==> src/rtl/fetch_controller.sv <==
// Word-addressed instruction fetch FSM with branch redirect, flush pulse and squash of in-flight reads.
// Optional FETCH_CTRL_PERF_EN adds a saturating Bubble_Count of cycles with Valid_out low.
module fetch_controller #(
    parameter logic [31:0] RESET_PC = 32'd0
) (
    input  logic        clk,
    input  logic        rst,
    input  logic        Freeze,
    input  logic        Branch_Taken,
    input  logic [31:0] Branch_Address,
    input  logic        Mem_Ready,
    input  logic [31:0] Mem_Instruction,
    output logic        Mem_Req,
    output logic [31:0] Mem_Address,
    output logic [31:0] Instruction_out,
    output logic [31:0] PC_out,
    output logic        Valid_out,
    output logic        Flush_out
`ifdef FETCH_CTRL_PERF_EN
    ,
    output logic [15:0] Bubble_Count
`endif
);

    typedef enum logic [1:0] {
        IDLE,
        REQ,
        OUT,
        DROP
    } state_t;

    state_t      state_q, state_d;
    logic [31:0] pc_q, pc_d;
    logic        req_q, req_d;
    logic [31:0] addr_q, addr_d;
    logic [31:0] instr_q, instr_d;
    logic [31:0] pcout_q, pcout_d;
    logic        valid_q, valid_d;
    logic        flush_q, flush_d;

    always_comb begin
        state_d = state_q;
        pc_d    = pc_q;
        req_d   = req_q;
        addr_d  = addr_q;
        instr_d = instr_q;
        pcout_d = pcout_q;
        valid_d = valid_q;
        flush_d = 1'b0;
        unique case (state_q)
            IDLE: begin
                state_d = REQ;
                req_d   = 1'b1;
                addr_d  = pc_q;
                if (Branch_Taken) begin
                    pc_d    = Branch_Address;
                    addr_d  = Branch_Address;
                    flush_d = 1'b1;
                end
            end
            REQ: begin
                if (Branch_Taken) begin
                    pc_d    = Branch_Address;
                    flush_d = 1'b1;
                    valid_d = 1'b0;
                    // A read still in flight must be drained before re-issuing
                    if (Mem_Ready) addr_d = Branch_Address;
                    else state_d = DROP;
                end else if (Mem_Ready) begin
                    instr_d = Mem_Instruction;
                    pcout_d = addr_q + 32'd1;
                    pc_d    = addr_q + 32'd1;
                    valid_d = 1'b1;
                    req_d   = 1'b0;
                    state_d = OUT;
                end
            end
            OUT: begin
                if (Branch_Taken) begin
                    pc_d    = Branch_Address;
                    addr_d  = Branch_Address;
                    req_d   = 1'b1;
                    valid_d = 1'b0;
                    flush_d = 1'b1;
                    state_d = REQ;
                end else if (!Freeze) begin
                    valid_d = 1'b0;
                    req_d   = 1'b1;
                    addr_d  = pc_q;
                    state_d = REQ;
                end
            end
            DROP: begin
                if (Branch_Taken) begin
                    pc_d    = Branch_Address;
                    flush_d = 1'b1;
                end else if (Mem_Ready) begin
                    addr_d  = pc_q;
                    state_d = REQ;
                end
            end
            default: state_d = IDLE;
        endcase
    end

    always_ff @(posedge clk or negedge rst) begin
        if (!rst) begin
            state_q <= IDLE;
            pc_q    <= RESET_PC;
            req_q   <= 1'b0;
            addr_q  <= RESET_PC;
            instr_q <= 32'd0;
            pcout_q <= 32'd0;
            valid_q <= 1'b0;
            flush_q <= 1'b0;
        end else begin
            state_q <= state_d;
            pc_q    <= pc_d;
            req_q   <= req_d;
            addr_q  <= addr_d;
            instr_q <= instr_d;
            pcout_q <= pcout_d;
            valid_q <= valid_d;
            flush_q <= flush_d;
        end
    end

    assign Mem_Req         = req_q;
    assign Mem_Address     = addr_q;
    assign Instruction_out = instr_q;
    assign PC_out          = pcout_q;
    assign Valid_out       = valid_q;
    assign Flush_out       = flush_q;

`ifdef FETCH_CTRL_PERF_EN
    logic [15:0] bubble_q, bubble_d;

    always_comb begin
        bubble_d = bubble_q;
        if (!valid_q && bubble_q != 16'hFFFF) bubble_d = bubble_q + 16'd1;
    end

    always_ff @(posedge clk or negedge rst) begin
        if (!rst) bubble_q <= 16'd0;
        else bubble_q <= bubble_d;
    end

    assign Bubble_Count = bubble_q;
`endif

endmodule

==> config.mk <==
export PLATFORM = sky130hd
export DESIGN_NAME = fetch_controller
export DESIGN_NICKNAME = d
export VERILOG_FILES = /design/src/rtl/fetch_controller.sv
export SDC_FILE = /design/constraint.sdc
export NUM_CORES = 1
export LEC_CHECK = 0
export BUFFER_PORTS_ARGS = -buffer_cell sky130_fd_sc_hd__buf_2
export CAP_MARGIN = 20
export CORE_AREA = 2 2 160 162
export CTS_BUF_LIST = sky130_fd_sc_hd__clkbuf_16
export DETAILED_ROUTE_END_ITERATION = 12
export DIE_AREA = 0 0 162 164
export GPL_TIMING_DRIVEN = 0
export PLACE_DENSITY = 0.55
export RECOVER_POWER = 50
export SLEW_MARGIN = 20
export SYNTH_ARGS = -nofsm -noshare
export SYNTH_HDL_FRONTEND = slang
export SYNTH_SLANG_ARGS = --single-unit
==> constraint.sdc <==
create_clock -name clk -period 1.99 [get_ports clk]
set_input_delay 0.0995 -clock clk [delete_from_list [all_inputs] [get_ports clk]]
set_output_delay 0.0995 -clock clk [all_outputs]
set_load 0.005 [all_outputs]
==> flow_summary_export.csv <==
group,metric,value,unit
clock_network,htree_levels,4,
worst_setup_path,cp_cell_sequence,"ha_4 > nand4_1 > buf_4 > nor2_4 > and3_4 > xnor2_1 > o221ai_1",
logic_synthesis,syn_area_per_cell,9.41,sq um
floorplanning,coreArea,24800,sq um
global_route,grt.busiest_layer,"met2",
clock_network,cts_buffer_depth,2,
finish,final_layout_size_suffix_gt1_share,25.1,%
logic_synthesis,synth_area_leaders,"dfrtp_1, nand2_1, mux2i_1",
timing,period_minus_slack,1.93,ns
logic_synthesis,synth_cells,647,
floorplanning,die_area,26600,sq um
global_route,grtUsageMet2,26.1,%
finish,regArea,3330,sq um
global_route,use_met3,3.84,%
power_and_ir_drop,p_int,0.00769,W
drt,drtIter0Drc,310,
worst_setup_path,rr_worst_depth,7,
logic_synthesis,synth_nets,717,
global_route,grt_pass1_vias,5614,
logic_synthesis,ys_ff_latch,133,
drt,wl_per_cell,16.9,um
global_route,grt_pass1_wl,32.5,mm
floorplanning,initial_core_util,24.5,%
worst_setup_path,critPathCaptureType,"flop",
logic_synthesis,yosysTopAreaCell,"dfrtp_1",
global_route,grt_max_degree,88,
logic_synthesis,syn_area,6090,sq um
floorplanning,num_rows,58,
clock_network,cts_buffers,17,
finish,final.fill_count,2592,
timing,final-setup-viol-count,0,
placed_design,gp_congestion,0.809,
worst_setup_path,worst-path-max-fanout,6,
floorplanning,die_x,162,um
worst_setup_path,startpoint,"Mem_Address[0]",
hold_path,hold_path.class,"input pin to flop",
finish,layout.nets,978,
clock_network,cts.root.buffer_cell,"clkbuf_16",
clock_network,clock_sinks,133,
timing,slew_violations,0,
timing,rsz0062_at_grt,"false",
global_route,antenna_found_initial,0,
drt,vias,5611,
power_and_ir_drop,finalPower,0.0123,W
worst_setup_path,critPathSlowestCell,"dfrtp_2",
status,status,"complete, no violations",
logic_synthesis,synthArstFlopShare,100,%
placed_design,dp_cells,1145,
clock_network,path_clk_slew,0.06,ns
worst_setup_path,worstSetupPathType,"flop to flop",
finish,antenna_cells,0,
global_route,grt-ovfl-total,0,
global_route,grt_usage,16.2,%
clock_network,cts_tree,"yes",
drt,antenna_left,0,
worst_setup_path,cp-start-kind,"flop",
drt,vias_per_cell,4.49,
logic_synthesis,synth_top_cell_area_share,54.7,%
worst_setup_path,critPathRequiredTime,2.26,ns
power_and_ir_drop,pwr-share-clk,27.8,%
global_route,use_met1,21.8,%
placed_design,numPortBuffers,167,
logic_synthesis,ys.flop_type,"dfrtp_1",
logic_synthesis,seq_area_frac_synth,54.7,%
logic_synthesis,synth_cell_type_count,40,
power_and_ir_drop,swShare,37.5,%
worst_setup_path,max_stage_delay,0.45,ns
power_and_ir_drop,p_leak,4.14,nW
timing,timing.fmax,0.519,GHz
timing,skew,0.0125,ns
worst_setup_path,r2r-start,"Mem_Address[0]",
finish,final_cells,1251,
worst_setup_path,ff2ff_setup_slack,0.06,ns
worst_setup_path,arrival,2.20,ns
power_and_ir_drop,power.density,1400,nW/um^2
worst_setup_path,crit_end,"pc_q[10]",
power_and_ir_drop,combPwrFrac,34.0,%
finish,area_delta_synth_final,44.5,%
power_and_ir_drop,seqPwrFrac,38.3,%
drt,drc,0,
clock_network,clkLatencyLatePin,0.43,ns
timing,post-route-period-util,96.9,%
drt,routed_wl,21.2,mm
power_and_ir_drop,max-vdd-ir-drop,0.684,mV
power_and_ir_drop,p_sw,0.00461,W
floorplanning,io_pins,168,
timing,tightest_slew,1.28,ns
finish,layout_common_cells,"nand2_1, buf_2, dfrtp_1",
timing,relSlewSlack,14.4,%
logic_synthesis,synth_edf_count,0,
floorplanning,die-height,164,um
worst_setup_path,r2r-end,"pc_q[10]",
drt,drt_first_pass_iters,4,
timing,final_hold_viol_count,0,
placed_design,hpwl,15.0,mm
finish,final_common_cell,"nand2_1",
finish,multi_input_area,2660,sq um
job,max_cap_viol_count,0,
logic_synthesis,ys.warnings.count,0,
==> worst min path at each step <==
stage / start / end / slack [ns] / cells past startpoint
after floorplan: rst / Flush_out / -0.20 / 0
after global placement: Branch_Taken / Flush_out / 0.23 / 1
after detailed placement: rst / PC_out[26] / 0.03 / 1
after CTS: Freeze / state_q[0] / 0.03 / 4
after global routing: Freeze / state_q[0] / 0.05 / 4
final: Freeze / state_q[0] / 0.03 / 4
==> layer usage <==
layer  wire (um)  share of wire [%]  up-vias
li1            -                  -     2714
met1        9600                 45     2723
met2       10100                 48      153
met3        1120                5.3       21
met4         373                1.8        0
met5           0                  0        -
==> final cells by class <==
type,count,share of cell area [%]
repair buffers,242,17.7
clock inverters,15,2.33
well taps,330,4.69
multi-input cells,471,30.3
inverters,4,0.171
plain buffers,39,2.08
clock buffers,17,4.84
flip-flops and latches,133,37.9
==> critical path, delay by kind of cell (launching register included) <==
family	cells	cell delay (ns)
compound gates	1	0.14
xor+xnor	1	0.15
fa+ha+maj	1	0.18
buf+inv	1	0.20
flops	1	0.45
simple gates	3	0.66
==> registers in the layout, indices dropped and copies added (netlist names) <==
name / flops
Mem_Req: 1
Mem_Address: 32
pc_q: 32
state_q: 2
Instruction_out: 32
Valid_out: 1
Flush_out: 1
PC_out: 32
==> power groups by stage <==
stage               registers, W  logic (W)  clock network [W]
floorplan                0.00464    0.00217                  0
global placement         0.00467    0.00407                  0
detailed placement       0.00470    0.00413                  0
CTS                      0.00467    0.00426            0.00349
global route             0.00487    0.00471            0.00362
finish                   0.00471    0.00418            0.00342
==> timing repair <==
action | CTS | global route
hold buffers | 66 | 0
hold endpoints to repair | 137 | 0
setup endpoints to repair | 44 | 72
pin swaps | 3 | 6
setup buffers | 2 | 6
resized for setup | 8 | 23
==> cell usage after synthesis, types with 2 or more instances <==
| library cell | count |
|---|---|
| mux2i_1 | 35 |
| buf_2 | 17 |
| a21oi_1 | 21 |
| xnor2_1 | 11 |
| o21ai_1 | 68 |
| xor2_1 | 19 |
| nor3_1 | 3 |
| nor2_1 | 23 |
| nor2b_1 | 2 |
| inv_2 | 2 |
| buf_1 | 4 |
| nand2_1 | 210 |
| clkbuf_1 | 17 |
| o221ai_1 | 12 |
| nand3_1 | 15 |
| a21o_1 | 2 |
| o221ai_2 | 4 |
| inv_1 | 2 |
| and3_1 | 10 |
| dfrtp_1 | 133 |
| o21ai_0 | 8 |
| nand4_1 | 11 |
==> kinds of logic (layout without fill, tap and decap cells) <==
logic type	after synthesis	count (layout)	synth area share (%)
simple gates	283	283	19.9
flops	133	133	54.7
compound gates	120	120	11.7
buf+inv	43	317	3.06
mux	37	37	6.16
xor+xnor	30	30	4.31
fa+ha+maj	1	1	0.205
==> metrics by stage <==
stage	instance area, sq um	util [%]	TNS, ns	worst slack, ns	hold slack [ns]
after detailed placement	7380	29.7	-4.35	-0.244	0.0251
after floorplan	6090	-	0	0.314	-0.196
after global placement	7340	29.6	-172.47	-1.28	0.232
after global routing	8800	35.4	0	0.00278	0.0520
after CTS	8720	35.1	-0.0235	-0.0235	0.0253
final	8800	35.4	0	0.0619	0.0320
No activity file was read; power rests on OpenSTA's default activity.
